## config.mk

```make
export PLATFORM = sky130hd
export DESIGN_NAME = dma_ch_sched_flat
export DESIGN_NICKNAME = d
export VERILOG_FILES = /design/src/rtl/dma_ch_sched_pkg.sv /design/src/rtl/dma_ch_sched_if.sv /design/src/rtl/dma_rr_arb.sv /design/src/rtl/dma_ch_sched.sv /design/src/flat_wrapper.sv
export SDC_FILE = /design/constraint.sdc
export NUM_CORES = 1
export LEC_CHECK = 0
export BUFFER_PORTS_ARGS = -buffer_cell sky130_fd_sc_hd__buf_2
export CAP_MARGIN = 20
export CORE_UTILIZATION = 65
export DETAILED_ROUTE_END_ITERATION = 10
export GPL_TIMING_DRIVEN = 0
export PLACE_DENSITY_LB_ADDON = 0.12
export SLEW_MARGIN = 20
export SYNTH_ARGS = -nofsm -noshare
export SYNTH_HDL_FRONTEND = slang
export SYNTH_HIERARCHICAL = 1
export SYNTH_SLANG_ARGS = --single-unit
```

## constraint.sdc

```tcl
create_clock -name clk -period 7 [get_ports clk]
set_input_delay 1.05 -clock clk [delete_from_list [all_inputs] [get_ports clk]]
set_output_delay 1.05 -clock clk [all_outputs]
set_load 0.03 [all_outputs]
```

## src/rtl/dma_ch_sched_pkg.sv

```systemverilog
// Shared types for the multi-channel DMA descriptor scheduler: FSM states,
// config register encodings and the channel descriptor record.
package dma_sched_pkg;

    typedef enum logic [1:0] {
        ST_IDLE   = 2'd0,
        ST_LAUNCH = 2'd1,
        ST_WAIT   = 2'd2,
        ST_DRAIN  = 2'd3
    } state_t;

    typedef enum logic [1:0] {
        REG_SRC  = 2'd0,
        REG_DST  = 2'd1,
        REG_LEN  = 2'd2,
        REG_CTRL = 2'd3
    } cfg_reg_t;

    typedef struct packed {
        logic [31:0] src;
        logic [31:0] dst;
        logic [31:0] len;
    } desc_t;

    // Round-robin successor of channel idx among n channels.
    function automatic int next_ch(input int idx, input int n);
        return (idx + 1 >= n) ? 0 : idx + 1;
    endfunction

endpackage

```

## src/rtl/dma_ch_sched_if.sv

```systemverilog
// CPU config port, DMA engine port and channel status of the scheduler.
// slave = the scheduler, master = CPU/engine side driving it.
interface dma_ch_sched_if
    import dma_sched_pkg::*;
#(
    parameter int NUM_CH = 4
);
    localparam int CH_W = $clog2(NUM_CH);

    logic              cfg_we;
    logic [CH_W-1:0]   cfg_ch;
    cfg_reg_t          cfg_reg;
    logic [31:0]       cfg_wdata;
    logic [NUM_CH-1:0] done_clr;

    logic              dma_en;
    logic [31:0]       dma_src;
    logic [31:0]       dma_dst;
    logic [31:0]       dma_len;
    logic              dma_done;

    logic [NUM_CH-1:0] ch_pend;
    logic [NUM_CH-1:0] ch_busy;
    logic [NUM_CH-1:0] ch_done;
    logic [NUM_CH-1:0] ch_err;
    logic              irq;

    modport slave (
        input  cfg_we, cfg_ch, cfg_reg, cfg_wdata, done_clr, dma_done,
        output dma_en, dma_src, dma_dst, dma_len,
        output ch_pend, ch_busy, ch_done, ch_err, irq
    );

    modport master (
        output cfg_we, cfg_ch, cfg_reg, cfg_wdata, done_clr, dma_done,
        input  dma_en, dma_src, dma_dst, dma_len,
        input  ch_pend, ch_busy, ch_done, ch_err, irq
    );

endinterface

```

## src/rtl/dma_rr_arb.sv

```systemverilog
// Combinational round-robin picker: first pending channel at or after rr_ptr,
// wrapping modulo NUM_CH.
module dma_rr_arb #(
    parameter int NUM_CH = 4
) (
    input  logic [NUM_CH-1:0]         pend,
    input  logic [$clog2(NUM_CH)-1:0] rr_ptr,
    output logic                      gnt_vld,
    output logic [$clog2(NUM_CH)-1:0] gnt_idx
);

    localparam int CH_W = $clog2(NUM_CH);

    // NOTE: every output of a combinational block gets a default before any branch, so no latch is inferred.
    always_comb begin
        int c;
        c       = 0;
        gnt_vld = 1'b0;
        gnt_idx = '0;
        // Scan from the farthest offset down so the nearest pending channel is written last and wins.
        for (int i = NUM_CH - 1; i >= 0; i--) begin
            c = int'(rr_ptr) + i;
            if (c >= NUM_CH) c = c - NUM_CH;
            if (pend[c[CH_W-1:0]]) begin
                gnt_vld = 1'b1;
                gnt_idx = c[CH_W-1:0];
            end
        end
    end

endmodule

```

## src/rtl/dma_ch_sched.sv

```systemverilog
// Round-robin descriptor scheduler feeding a single-channel DMA engine.
// Define DMA_SCHED_TIMEOUT_EN to enable the per-transfer watchdog and ch_err flags.
module dma_ch_sched
    import dma_sched_pkg::*;
#(
    parameter int NUM_CH    = 4,
    parameter int TO_CYCLES = 4096
) (
    input  logic          clk,
    input  logic          rst,
    dma_ch_sched_if.slave bus
);

    localparam int CH_W = $clog2(NUM_CH);

    state_t            state, state_nxt;
    desc_t             desc [NUM_CH];
    desc_t             out_desc;
    logic [NUM_CH-1:0] pend, busy, done, err;
    logic [CH_W-1:0]   rr_ptr, cur_ch, gnt_idx, rr_after_gnt, rr_after_cur;
    logic              gnt_vld, zero_len, wd_expired;
    logic              do_grant, do_complete, do_timeout;
    logic              cfg_ok, dma_en_q, irq_q;

    dma_rr_arb #(.NUM_CH(NUM_CH)) u_arb (
        .pend    (pend),
        .rr_ptr  (rr_ptr),
        .gnt_vld (gnt_vld),
        .gnt_idx (gnt_idx)
    );

    assign zero_len     = (desc[gnt_idx].len == 32'd0);
    assign rr_after_gnt = CH_W'(next_ch(int'(gnt_idx), NUM_CH));
    assign rr_after_cur = CH_W'(next_ch(int'(cur_ch), NUM_CH));
    // Writes to a pending or in-flight channel are dropped so a granted descriptor is never torn.
    assign cfg_ok = bus.cfg_we && (int'(bus.cfg_ch) < NUM_CH)
                    && !pend[bus.cfg_ch] && !busy[bus.cfg_ch];

    // NOTE: sequential state is always assigned with <= so every flop samples pre-edge values.
    always_ff @(posedge clk) begin
        if (rst) state <= ST_IDLE;
        else     state <= state_nxt;
    end

    always_comb begin
        state_nxt = state;
        case (state)
            ST_IDLE:   if (gnt_vld && !zero_len) state_nxt = ST_LAUNCH;
            ST_LAUNCH: state_nxt = ST_WAIT;
            ST_WAIT:   if (bus.dma_done || wd_expired) state_nxt = ST_DRAIN;
            ST_DRAIN:  if (!bus.dma_done) state_nxt = ST_IDLE;
            default:   state_nxt = ST_IDLE;
        endcase
    end

    always_comb begin
        do_grant    = 1'b0;
        do_complete = 1'b0;
        do_timeout  = 1'b0;
        case (state)
            ST_IDLE: do_grant = gnt_vld;
            ST_WAIT: begin
                do_complete = bus.dma_done;
                do_timeout  = !bus.dma_done && wd_expired;
            end
            default: ;
        endcase
    end

    // NOTE: the descriptor array is reset because a zero descriptor is a defined, launchable state.
    always_ff @(posedge clk) begin
        if (rst) begin
            for (int c = 0; c < NUM_CH; c++) desc[c] <= '0;
        end else if (cfg_ok) begin
            case (bus.cfg_reg)
                REG_SRC: desc[bus.cfg_ch].src <= bus.cfg_wdata;
                REG_DST: desc[bus.cfg_ch].dst <= bus.cfg_wdata;
                REG_LEN: desc[bus.cfg_ch].len <= bus.cfg_wdata;
                default: ;
            endcase
        end
    end

    always_ff @(posedge clk) begin
        if (rst) begin
            pend     <= '0;
            busy     <= '0;
            done     <= '0;
            rr_ptr   <= '0;
            cur_ch   <= '0;
            out_desc <= '0;
            dma_en_q <= 1'b0;
            irq_q    <= 1'b0;
        end else begin
            dma_en_q <= (state_nxt == ST_WAIT);
            irq_q    <= |(done | err);
            // Clear first; a same-cycle set below overrides it.
            done     <= done & ~bus.done_clr;
            if (cfg_ok && bus.cfg_reg == REG_CTRL && bus.cfg_wdata[0])
                pend[bus.cfg_ch] <= 1'b1;
            if (do_grant) begin
                pend[gnt_idx] <= 1'b0;
                cur_ch        <= gnt_idx;
                out_desc      <= desc[gnt_idx];
                if (zero_len) begin
                    done[gnt_idx] <= 1'b1;
                    rr_ptr        <= rr_after_gnt;
                end else begin
                    busy[gnt_idx] <= 1'b1;
                end
            end
            if (do_complete) done[cur_ch] <= 1'b1;
            if (do_complete || do_timeout) begin
                busy   <= '0;
                rr_ptr <= rr_after_cur;
            end
        end
    end

`ifdef DMA_SCHED_TIMEOUT_EN
    localparam int WD_W = $clog2(TO_CYCLES) + 1;
    logic [WD_W-1:0] wdog;

    assign wd_expired = (wdog == WD_W'(TO_CYCLES - 1));

    // Counter is zero on LAUNCH entry and counts every LAUNCH/WAIT cycle.
    always_ff @(posedge clk) begin
        if (rst || state == ST_IDLE)                  wdog <= '0;
        else if (state == ST_LAUNCH || state == ST_WAIT) wdog <= wdog + 1'b1;
    end

    always_ff @(posedge clk) begin
        if (rst) begin
            err <= '0;
        end else begin
            err <= err & ~bus.done_clr;
            if (do_timeout) err[cur_ch] <= 1'b1;
        end
    end
`else
    logic unused_to;
    assign unused_to  = ^TO_CYCLES;
    assign wd_expired = 1'b0;
    assign err        = '0;
`endif

    assign bus.dma_en  = dma_en_q;
    assign bus.dma_src = out_desc.src;
    assign bus.dma_dst = out_desc.dst;
    assign bus.dma_len = out_desc.len;
    assign bus.ch_pend = pend;
    assign bus.ch_busy = busy;
    assign bus.ch_done = done;
    assign bus.ch_err  = err;
    assign bus.irq     = irq_q;

endmodule

```

## src/flat_wrapper.sv

```systemverilog
// flat-port wrapper written by rule: the top's interface ports become plain ports
module dma_ch_sched_flat import dma_sched_pkg::*;
#(
    parameter int NUM_CH    = 4,
    parameter int TO_CYCLES = 4096
)
  (clk, rst, bus_cfg_we, bus_cfg_ch, bus_cfg_reg, bus_cfg_wdata, bus_done_clr, bus_dma_done, bus_dma_en, bus_dma_src, bus_dma_dst, bus_dma_len, bus_ch_pend, bus_ch_busy, bus_ch_done, bus_ch_err, bus_irq);
  dma_ch_sched_if #(.NUM_CH(NUM_CH)) bus_i ();
  input  logic clk;
  input  logic rst;
  input wire logic [$bits(bus_i.cfg_we)-1:0] bus_cfg_we;
  input wire logic [$bits(bus_i.cfg_ch)-1:0] bus_cfg_ch;
  input wire logic [$bits(bus_i.cfg_reg)-1:0] bus_cfg_reg;
  input wire logic [$bits(bus_i.cfg_wdata)-1:0] bus_cfg_wdata;
  input wire logic [$bits(bus_i.done_clr)-1:0] bus_done_clr;
  input wire logic [$bits(bus_i.dma_done)-1:0] bus_dma_done;
  output wire logic [$bits(bus_i.dma_en)-1:0] bus_dma_en;
  output wire logic [$bits(bus_i.dma_src)-1:0] bus_dma_src;
  output wire logic [$bits(bus_i.dma_dst)-1:0] bus_dma_dst;
  output wire logic [$bits(bus_i.dma_len)-1:0] bus_dma_len;
  output wire logic [$bits(bus_i.ch_pend)-1:0] bus_ch_pend;
  output wire logic [$bits(bus_i.ch_busy)-1:0] bus_ch_busy;
  output wire logic [$bits(bus_i.ch_done)-1:0] bus_ch_done;
  output wire logic [$bits(bus_i.ch_err)-1:0] bus_ch_err;
  output wire logic [$bits(bus_i.irq)-1:0] bus_irq;
  assign bus_i.cfg_we = bus_cfg_we;
  assign bus_i.cfg_ch = bus_cfg_ch;
  assign bus_i.cfg_reg = bus_cfg_reg;
  assign bus_i.cfg_wdata = bus_cfg_wdata;
  assign bus_i.done_clr = bus_done_clr;
  assign bus_i.dma_done = bus_dma_done;
  assign bus_dma_en = bus_i.dma_en;
  assign bus_dma_src = bus_i.dma_src;
  assign bus_dma_dst = bus_i.dma_dst;
  assign bus_dma_len = bus_i.dma_len;
  assign bus_ch_pend = bus_i.ch_pend;
  assign bus_ch_busy = bus_i.ch_busy;
  assign bus_ch_done = bus_i.ch_done;
  assign bus_ch_err = bus_i.ch_err;
  assign bus_irq = bus_i.irq;
  dma_ch_sched #(.NUM_CH(NUM_CH), .TO_CYCLES(TO_CYCLES)) u_core (.clk(clk), .rst(rst), .bus(bus_i));
endmodule
```

After elaboration in Yosys (flattened, before gate mapping)
Memories as Yosys holds them, arrays and structs flattened.
Cells that the tools add are included.

word-level totals
  register bits = 116
  latch bits = 0
  memory bits (writable) = 384
  ROM bits = 0
  bits of input ports = 44
  output and inout bits = 114
  memories kept = 1

cells by class
  add/subtract/negate cells = 9
  multipliers = 0
  div/mod/pow operators = 0
  magnitude comparators = 16
  equality and inequality tests = 7
  shift operators = 0
  muxes and demuxes = 65
  bitwise operators = 9
  reduce and logical (&&, ||, !) cells = 21

memories
  memory       words  width  rd ports  clocked after Yosys merged registers in  wr ports  RTL line            text
  u_core.desc  4      96     1         0                                        4         dma_ch_sched.sv:17  desc_t desc [NUM_CH];

operators by type and width
  operator                                                               number
  96-bit 2-to-1 mux                                                      1
  96-bit OR reduction                                                    1
  2-bit 2-to-1 mux                                                       17
  32-bit logical NOT                                                     1
  1-bit 2-to-1 mux                                                       29
  4-bit 2-to-1 mux                                                       7
  2-bit by 3-bit < comparator with 1-bit output, second input constant   7
  4-bit OR                                                               4
  3-bit >= comparator, second input constant                             5
  1-bit binary-select mux with 2-bit select                              6
  2-bit equality test, second input constant                             5
  2-bit by 1-bit adder with 3-bit output, second input constant          3
  4-bit bitwise AND                                                      2
  1-bit logical AND                                                      8
  4-bit inverter                                                         2
  2-bit one-hot mux with 4 select lines                                  1
  2-bit by 1-bit subtractor with 2-bit output, second input constant     4
  2-bit by 2-bit adder with 3-bit output, second input constant          2
  1-bit demux with 2-bit select                                          3
  2-bit by 1-bit >= comparator with 1-bit output, second input constant  3
  2-bit by 1-bit equality test with 1-bit output, second input constant  2
  2-bit logical NOT                                                      2
  2-bit AND reduction                                                    2
  2-bit nonzero test                                                     2
  6 further kinds                                                        8

Depth between registers and ports, before layout
Gate-level depths: netlist (run 1).

  depth in word-level cells = 19
  mapped depth = 12
  mapped depth without buffers = 8

Cells and area by module
The synthesis (run 1) kept the hierarchy.

by module, submodules not included
  module        instances  cells an instance  area each (um2)
  dma_ch_sched  1          1454               20673.6
  dma_rr_arb    1          13                 77.6

Least setup slack after synthesis (run 1)
Ideal clock, no wire load.

  path type = in2reg
  start = input bus_cfg_ch[0]
  end = memory u_core/desc[0][32] in the netlist's numbering, enable pin
  arrival time = 3126 ps
  required time = 6612 ps
  setup slack = 3486 ps
  cell stages on the path = 6
  cells stage by stage = buf_2 > nand2b_1 > o221ai_1 > nor4_2 > clkbuf_1 > a21o_1

RTL lines
  what                RTL line            text
  start: declaration  flat_wrapper.sv:12  input wire logic [$bits(bus_i.cfg_ch)-1:0] bus_cfg_ch;
  end: declaration    dma_ch_sched.sv:17

Final worst setup path (run 1)
  start = register u_core.rr_ptr[0]
  end = register u_core.rr_ptr[1]

between the ends
  longest elaborated chain between the ends = 15

RTL lines
  what                                                                                       RTL line                text
  start: declaration                                                                         dma_ch_sched.sv:20      logic [CH_W-1:0] rr_ptr, cur_ch, gnt_idx, rr_after_gnt, rr_after_cur;
  start signal: assignment                                                                   dma_ch_sched.sv:107     rr_ptr <= rr_after_gnt;
  start signal: assignment                                                                   dma_ch_sched.sv:115     rr_ptr <= rr_after_cur;
  2-bit by 2-bit adder with 3-bit output                                                     dma_rr_arb.sv:22        c = int'(rr_ptr) + i;
  3-bit >= comparator / 2-bit by 1-bit subtractor with 2-bit output (equally long branches)  dma_rr_arb.sv:23        if (c >= NUM_CH) c = c - NUM_CH;
  2-bit 2-to-1 mux                                                                           dma_rr_arb.sv:23
  1-bit binary-select mux with 2-bit select                                                  dma_rr_arb.sv:24        if (pend[c[CH_W-1:0]]) begin
  1-bit 2-to-1 mux (not written as such)                                                     dma_rr_arb.sv:24
  2-bit 2-to-1 mux (3 in a row)                                                              dma_rr_arb.sv:24
  2-bit 2-to-1 mux (*)                                                                       dma_rr_arb.sv:24
  via u_core.gnt_idx[1]                                                                      dma_ch_sched.sv:20
  2-bit by 1-bit adder with 3-bit output                                                     dma_ch_sched_pkg.sv:27  return (idx + 1 >= n) ? 0 : idx + 1;
  3-bit >= comparator                                                                        dma_ch_sched_pkg.sv:27
  2-bit 2-to-1 mux                                                                           dma_ch_sched_pkg.sv:27
  2-bit 2-to-1 mux                                                                           dma_ch_sched.sv:105     if (zero_len) begin
  2-bit 2-to-1 mux                                                                           dma_ch_sched.sv:101     if (do_grant) begin
  2-bit 2-to-1 mux                                                                           dma_ch_sched.sv:113     if (do_complete || do_timeout) begin

Mark *: on every way through the listed nets, which the timed path passes. The rest lies on a longest branch. The select of a mux whose other input is x is not followed.
A chain may end at the register's enable or synchronous reset.

==> impl_metrics.tcl, run 1 <==
set metrics [dict create \
    synthMostInstantiatedCell "edfxtp_1" \
    power_frac_seq_pct 52.9 \
    p_sw_mw 1.44 \
    p_clk_share_pct 40.7 \
    initial_core_util_pct 65.9 \
    path_buf_inv 2 \
    crit_arrival_ps 4950 \
    seqCellArea_um2 13900 \
    ir_drop_mv 0.219 \
    path_delay_family "simple AND/OR/NAND/NOR gates" \
    grt_pass1_wl_um 87600 \
    dpl.hpwl_um 39200 \
    period_minus_slack_ps 4500 \
    p_per_area_nw_per_um2 261 \
    worstPathRequired_ps 7460 \
    syn-cell-area_um2 20800 \
    vias 14100 \
    postCtsSetupBuffers 0 \
    avgSynthCellArea_um2 14.1 \
    critical-path-slowest-cell "clkbuf_1" \
    area.growth.synth_to_final_pct 15.5 \
    ant_nets 0 \
    fmax_ghz 0.222 \
    die_w_um 181 \
    whs_ps 448 \
    p_int_mw 4.82 \
    cap_violations 0 \
    grt-ovfl-total 0 \
    antenna_found_initial 1 \
    grt_setup_unrepaired "false" \
    finalNetCount 1740 \
    grt_usage_pct 37.4 \
    hold_buffers 0 \
    yosysWarnings 6 \
    fin_util_pct 76.1 \
    fin_tns_setup_ps 0 \
    hold_path.class "reg2reg" \
    ys_seq_area_share_pct 66.8 \
    finClkSkew_ps 18.5 \
    max_stage_delay_ps 890 \
    final_area_um2 24000 \
    cts_sinks 500 \
    io_pins 158 \
    swShare_pct 23.0 \
    wl_um 60000 \
    status "finished clean" \
    io_buffer_count 151 \
    crit_path_end_kind "flip-flop" \
    drive_above_1_share_pct 22.5 \
    htreeDepth 2 \
    hold_violations 0 \
    reg2reg_from "u_core/rr_ptr[0]" \
    critPathLaunchType "flip-flop" \
    hp-start "u_core/bus.dma_len[26]" \
    num_rows 65 \
    cts_root_buffer "clkbuf_16" \
    dr.pass1.iters 8 \
    cts.path.max_buffers 3 \
    crit_path_max_fanout 10 \
    place_area_um2 22400 \
    cts_tree "yes" \
    clock_latency_ps 580 \
    ctsResizeCount 0 \
    slew_viol_final 0 \
    synth_edf_count 384 \
    setup_viol 0 \
    vias_per_cell 6.60 \
    first_iter_violations 2160 \
    critPathLaunch "u_core/rr_ptr[0]" \
    wl_per_cell_um 28.2 \
    synth_area_leaders "edfxtp_1 (56%), dfxtp_1 (11%), mux4_2 (10%)" \
    p_leak_nw 9.62 \
    place.gp.congestion 0.983 \
    grt_max_degree 27 \
    cp_cell_sequence "nor3b_1, a211oi_1, nor2_1, buf_2, clkbuf_1, mux4_2, nor4_1, nand4_2, nor2_2, mux2_1" \
    cts_buffers 50 \
    ys_top_cells_by_count "edfxtp_1 (384), nand2_1 (206), and3_1 (195), and2_1 (129), dfxtp_1 (116)" \
    power_frac_comb_pct 6.4 \
    design.core.area_um2 31500 \
    drc 0 \
    synth_top_area_share_pct 55.6 \
    syn_inst 1467 \
    postSynth.asyncResetShare_pct 0 \
    ys_seq_elements 500 \
    clk_pin_slew_ps 60 \
    critical_path_class "reg2reg" \
    first_global_vias 13800 \
    yosys.area.top_type "edfxtp_1" \
    nFillCells 1908 \
    multiInputGateArea_um2 6420 \
    synth_cell_types 52 \
    ys_dominant_reg_cell "edfxtp_1" \
    die_y_um 181 \
    worst_slew_pin_slew_ps 1170 \
    finalCritPeriodShare_pct 64.2 \
    relSlewSlack_pct 21.4 \
    die_area_um2 32600 \
]
registers in the layout (all words and copies together) (netlist names):
register and count:
u_core/rr_ptr 2, u_core/bus.dma_en 1, u_core/bus.ch_pend 4, u_core/bus.dma_src 32, u_core/desc 384, u_core/bus.ch_busy 4
u_core/bus.irq 1, u_core/state 2, u_core/bus.dma_len 32, u_core/cur_ch 2, u_core/bus.dma_dst 32, u_core/bus.ch_done 4
worst min-delay path, stage by stage, from the launching register on:
cell and delay, ps:
dfxtp_1 300, nand2_1 50, a21oi_1 50
area by class of cell:
cell class                 instances  share of cell area (%)
clock inverter                    26                   0.752
clock buffer                      68                    5.75
multi-input combinational        846                    26.8
buffer                           120                    2.19
timing repair buffer             164                    4.52
tap                              402                    2.10
inverter                           4                  0.0627
sequential                       500                    57.8
antenna                            1                  0.0104
stage by stage:
| step | cells | setup WS [ps] | power, mW |
|---|---|---|---|
| after floorplan | 1470 | 3490 | 3.56 |
| after global placement | 2023 | 1630 | 3.72 |
| after detailed placement | 2036 | 2440 | 3.76 |
| after CTS | 2130 | 2720 | 6.26 |
| after global routing | 2131 | 2480 | 6.40 |
| final | 2131 | 2500 | 6.26 |
cell usage in the layout, fill, tap and decap left out, types with 4 or more instances in the layout:
cell,count
edfxtp_1,384
nand2_1,206
and3_1,195
buf_2,171
and2_1,129
dfxtp_1,116
a21oi_1,111
clkbuf_1,96
mux4_2,94
clkbuf_16,50
nor2_1,15
ha_1,10
buf_16,9
clkinv_2,8
clkinv_1,8
buf_1,8
clkbuf_8,6
a21o_2,6
nor2b_1,6
nor4_2,6
a211oi_1,6
clkinvlp_4,5
buf_4,5
nand2b_1,5
buf_12,5
nor4_1,5
or2_2,4
conb_1,4
routing by layer:
| layer | up-vias | part of all wire (%) | track usage [%] |
|---|---|---|---|
| met5 | - | 0 | 0 |
| met2 | 1056 | 47 | 59.0 |
| li1 | 5882 | - | - |
| met4 | 0 | 4.8 | 17.6 |
| met1 | 6937 | 36 | 50.5 |
| met3 | 187 | 12 | 7.82 |
cells by family after synthesis:
| group | count (synthesis) | share of synthesized area (%) |
|---|---|---|
| multiplexers | 99 | 10.6 |
| adder cells (fa/ha/maj) | 10 | 0.603 |
| buffers and inverters | 124 | 2.60 |
| AO/OA/AOI/OAI | 141 | 3.90 |
| AND/OR/NAND/NOR | 592 | 15.5 |
| flip-flops | 500 | 66.8 |
| other | 1 | 0.0181 |
power groups by stage:
stage | sequential (mW) | clock, mW | combinational [mW]
2_1_floorplan | 3.38 | 0 | 0.182
3_3_place_gp | 3.37 | 0 | 0.350
3_5_place_dp | 3.37 | 0 | 0.386
4_1_cts | 3.31 | 2.56 | 0.390
5_1_grt | 3.32 | 2.67 | 0.413
6_report | 3.31 | 2.55 | 0.401
final timing paths:
kind,endpoint,slack [ps],cells after the start
worst min register to register,u_core/bus.dma_len[26],450,2
worst max register to register,u_core/rr_ptr[1],2500,10
worst max-delay path,u_core/rr_ptr[1],2500,10
worst min-delay path,u_core/bus.dma_len[26],450,2
Power figures use the tool's default switching activity.
==> run 2, diff against run 1 <==
- ABC_AREA: unset -> 1
- CORE_UTILIZATION: 65 -> 54
- clock period: 7 -> 3.9 ns (I/O delays scaled with it)
==> run 2 against run 1 <==
Net effect:
- first-iteration DRC count is 19% lower
- register-to-register slack got worse by 2400 ps
- non-clock buffer count increased by 15
- worst setup slack got worse by 2400 ps
- fmax up 17%
- critical endpoint unchanged
- largest cell class unchanged
==> impl_metrics.tcl, run 2 <==
set metrics [dict create \
    dpl.hpwl_um 43700 \
    critical_path_class "reg2reg" \
    crit_arrival_ps 4320 \
    finClkSkew_ps 14.3 \
    yosysWarnings 6 \
    period_minus_slack_ps 3840 \
    nFillCells 3049 \
    synthMostInstantiatedCell "nor2_1" \
    ys_dominant_reg_cell "edfxtp_1" \
    num_rows 71 \
    status "finished clean" \
    cts_sinks 500 \
    cts_root_buffer "clkbuf_16" \
    place_area_um2 22500 \
    die_w_um 198 \
    grt_setup_unrepaired "true" \
    wl_per_cell_um 21.7 \
    synth_cell_types 37 \
    final_cell_mix "nor2_1 (606), edfxtp_1 (384), o21ai_0 (233), nand2_1 (226), buf_2 (183)" \
    wl_met1_um 24400 \
    largest_reg_flops 384 \
    cts_buffers 52 \
    wl_met3_um 6040 \
    yosys.area.top_type "edfxtp_1" \
    area.growth.synth_to_final_pct 16.4 \
    postSynth.asyncResetShare_pct 0 \
    vias_per_cell 5.73 \
    ys_top_cells_by_count "nor2_1 (606), edfxtp_1 (384), nand2_1 (235), o21ai_0 (234), dfxtp_1 (116)" \
    io_pins 158 \
    cap_violations 0 \
    ir_drop_mv 0.398 \
    clock_latency_ps 600 \
    worst_slew_pin_slew_ps 869 \
    drc 0 \
    drive_above_1_share_pct 13.6 \
    setup_viol 0 \
    syn_inst 2076 \
    wl_met2_um 28600 \
    num_antenna_cells 0 \
    holdPathStages 4 \
    hold_buffers 0 \
    initial_core_util_pct 54.9 \
    hold_violations 0 \
    synth_top_area_share_pct 55.7 \
    antenna_found_initial 0 \
    critPathLaunchType "flip-flop" \
    cts.path.max_buffers 3 \
    postCtsSetupBuffers 0 \
    grt_max_degree 28 \
    cts_tree "yes" \
    grt_pass1_wl_um 90700 \
    htreeDepth 2 \
    worstPathRequired_ps 4380 \
    grt-ovfl-total 0 \
    io_buffer_count 152 \
    finalNetCount 2351 \
    place.gp.congestion 0.912 \
    ant_nets 0 \
    first_iter_violations 1754 \
    design.core.area_um2 37800 \
    avgSynthCellArea_um2 9.98 \
    ys_seq_elements 500 \
    clk_pin_slew_ps 60 \
    dr.pass1.iters 5 \
    p_leak_nw 10.2 \
    fmax_ghz 0.260 \
    fin_tns_setup_ps 0 \
    largest-register "u_core/desc" \
    die_y_um 198 \
    crit_path_end_kind "flip-flop" \
    final_area_um2 24100 \
    top_layer_used "met4" \
    finalCritPeriodShare_pct 98.5 \
    hold_path.class "in2reg" \
    die_area_um2 39200 \
    crit_path_max_fanout 11 \
    synth_area_leaders "edfxtp_1 (56%), dfxtp_1 (11%), nor2_1 (11%)" \
    vias 16300 \
    syn-cell-area_um2 20700 \
    final_common_cell "nor2_1" \
    p_per_area_nw_per_um2 529 \
    relSlewSlack_pct 42.1 \
    wl_um 61900 \
    first_global_vias 15200 \
    synth_edf_count 384 \
    ys_seq_area_share_pct 66.9 \
    slew_viol_final 0 \
    grt_usage_pct 31.9 \
    ff2ff_path_depth 16 \
]
run 2: per-layer routing:
metal	vias to the layer above	global-route usage (%)
met5	-	0
met4	0	15.3
met3	152	5.33
met2	949	50.8
met1	7831	42.8
li1	7395	-
run 2: cells by family after synthesis:
family	synth area share, %
other cells	0.0181
mux	0.0543
fa+ha+maj	0.604
buf+inv	5.51
simple gates	17.9
compound gates	9.06
flops	66.9
run 2: power breakdown:
| part | switching (mW) | internal [mW] | total (mW) |
|---|---|---|---|
| logic | 1.25 | 0.435 | 1.69 |
| registers | 0.147 | 6.08 | 6.23 |
| clock network | 2.02 | 2.83 | 4.85 |
run 2: final timing paths:
kind	from	to	slack, ps
max	u_core/bus.ch_pend[2]	u_core/rr_ptr[1]	60
min	bus_done_clr[1]	u_core/bus.ch_done[1]	280
max reg2reg	u_core/bus.ch_pend[2]	u_core/rr_ptr[1]	60
min reg2reg	u_core/bus.ch_busy[2]	u_core/bus.ch_busy[2]	510
run 2: area by class of cell:
type	count	area, um2	area share (%)
timing repair buffer	164	1050	4.37
inverter	134	504	2.09
buffer	135	641	2.66
sequential	500	13900	57.5
clock buffer	73	1440	5.98
multi-input combinational	1310	5770	23.9
tap	511	639	2.65
clock inverter	23	209	0.867
run 2: critical path, stage by stage, from the launching register on:
cell and delay [ps]:
dfxtp_1 430, inv_1 80, nand2_1 90, and2_4 150, nand2_2 50, nand2_1 70
inv_1 40, a21boi_1 330, buf_2 320, clkinv_1 330, buf_2 330, clkbuf_1 370
clkbuf_2 320, ha_1 310, mux2_2 310, a21oi_1 130, nor2_1 60
run 2: metrics by stage:
stage	setup WS [ps]	hold slack (ps)	instances	util (%)	total power [mW]
4_1_cts	45.7	262	2850	63.9	12.8
2_1_floorplan	33.2	486	2079	-	7.35
3_3_place_gp	-1560	486	2742	58.6	7.92
6_report	59.5	280	2850	63.9	12.8
3_5_place_dp	44.1	494	2754	59.5	7.99
5_1_grt	-169	295	2850	63.9	13.2
run 2: repair_timing:
action	in CTS	in global routing
hold endpoints to repair	0	0
resized for setup	0	7
endpoints found under the setup margin	0	58
==> run 3, diff against run 2 <==
- REMOVE_ABC_BUFFERS: unset -> 1
==> run 3 against run 2 <==
Net effect:
- total power fell by 3.6%
- global-route usage is 3.8 points lower
- critical path depth down 8
- cell count shrank 4.2%
- die area stayed put
- hold slack got worse by 0.77 ps
- fmax rose by 1.9%
- worst setup slack gained 71 ps
- clock skew fell by 3.1 ps
- critical path type unchanged
- largest cell class unchanged
==> impl_metrics.tcl, run 3 (same netlist as run 2, synthesis figures left out) <==
set metrics [dict create \
    status "finished clean" \
    crit_arrival_ps 3990 \
    hold_path.class "in2reg" \
    whs_ps 279 \
    design.core.area_um2 37800 \
    die_y_um 198 \
    final_cell_mix "nor2_1 (605), edfxtp_1 (384), o21ai_0 (233), nand2_1 (217), buf_2 (152)" \
    final_area_um2 23900 \
    grt-ovfl-total 0 \
    finalCritPeriodShare_pct 96.6 \
    dpl_worst_slack_ps -516 \
    critPathLaunch "u_core/bus.ch_pend[0]" \
    num_rows 71 \
    grt_max_degree 141 \
    grt_usage_pct 28.1 \
    setup_viol 0 \
    place.gp.congestion 0.786 \
    p_leak_nw 10.1 \
    ff2ff_path_depth 8 \
    r2r_setup_slack_ps 130 \
    cts_buffers 49 \
    worstPathRequired_ps 4120 \
    relSlewSlack_pct 52.6 \
    cap_violations 0 \
    drc 0 \
    io_buffer_count 153 \
    antenna_found_initial 0 \
    worst_slew_pin_slew_ps 705 \
    initial_core_util_pct 54.9 \
    period_minus_slack_ps 3770 \
    p_per_area_nw_per_um2 515 \
    worstSetupEndpoint "u_core/desc[2][90]" \
    crit_path_max_fanout 36 \
    crit_path_end_kind "flip-flop" \
    clock_latency_ps 590 \
    clk_pin_slew_ps 60 \
    final_common_cell "nor2_1" \
    grt_pass1_wl_um 82300 \
    cts.path.max_buffers 3 \
    wl_um 55500 \
    place_area_um2 22300 \
    fmax_ghz 0.265 \
    fin_util_pct 63.3 \
    dr.pass1.iters 6 \
    critical_path_class "reg2reg" \
    finClkSkew_ps 11.2 \
    slew_viol_final 0 \
    largest-register "u_core/desc" \
    first_global_vias 14500 \
    area.growth.synth_to_final_pct 15.3 \
    worst_slack_ps 131 \
    hold_violations 0 \
    vias 15400 \
    largest_reg_flops 384 \
    grt_setup_unrepaired "false" \
    ir_drop_mv 0.313 \
    die_w_um 198 \
    dpl.hpwl_um 31300 \
    io_pins 158 \
    finalNetCount 2233 \
    cts_root_buffer "clkbuf_16" \
    num_antenna_cells 0 \
    htreeDepth 2 \
    reg2reg_from "u_core/bus.ch_pend[0]" \
    ant_nets 0 \
    reg2reg_to "u_core/desc[2][90]" \
    first_iter_violations 1289 \
    cts_sinks 500 \
    cts_tree "yes" \
    vias_per_cell 5.65 \
    die_area_um2 39200 \
    totalPowerFinal_mw 12.3 \
    drive_above_1_share_pct 13.5 \
    wl_per_cell_um 20.3 \
    critPathLaunchType "flip-flop" \
]
## run 3: cell types whose count changed in the layout (fill, tap and decap cells not counted), sizes merged, moves of 2 or more
cell	before	now
buf	220	180
bufinv	4	0
clkbuf	152	77
clkinv	50	47
inv	101	103
## run 3: timing repair
action,4_1_cts,5_1_grt
pin swaps,0,2
endpoints found under the setup margin,12,77
resized for setup,1,5
hold buffers,0,0
endpoints found under the hold margin,0,0
cloned,0,4
buffers inserted,0,1
## run 3: metrics by stage
stage                     instances  setup TNS, ps
after floorplan                1944        -371450
after CTS                      2725              0
after detailed placement       2634        -103090
after global placement         2608       -3189970
after global routing           2730              0
final                          2730              0
## run 3: worst min-delay path by stage
stage	depth (start not counted)	slack (ps)	startpoint	end
after floorplan	2	480	u_core/state[1]	u_core/state[0]
after global placement	2	500	u_core/bus.ch_busy[0]	u_core/bus.ch_busy[0]
after detailed placement	2	500	u_core/bus.ch_done[2]	u_core/bus.irq
after CTS	4	250	bus_done_clr[0]	u_core/bus.ch_done[0]
after global routing	4	290	bus_done_clr[2]	u_core/bus.ch_done[2]
final	4	280	bus_done_clr[0]	u_core/bus.ch_done[0]
## run 3: where the power goes
part           total (mW)  switching (mW)  internal [mW]
Sequential           6.21           0.135           6.08
Clock                4.45            1.96           2.49
Combinational        1.64            1.19          0.448
Total                12.3            3.29           9.02
## run 3: area by class of cell
type | instances | area [um2]
repair buffers | 183 | 1490
clock inverters | 17 | 85.1
fillers | 3106 | 13900
multi-input cells | 1311 | 5870
flip-flops and latches | 500 | 13900
well taps | 511 | 639
clock buffers | 74 | 1410
inverters | 134 | 527
## run 3: critical path: stages (launching register included)
cell	delay [ps]
dfxtp_1	380
o21ai_1	170
nand3_1	130
nor2_2	220
nand3_4	560
nor2_1	530
nand2_2	510
buf_16	350
nand2_4	500
## run 3: metal layers
metal / up-vias / track usage, % / routed length, um
li1: 7166 / - / -
met5: - / 0 / 0
met1: 7494 / 37.7 / 23000
met3: 111 / 4.77 / 4460
met4: 0 / 8.73 / 1490
met2: 654 / 46.9 / 26500
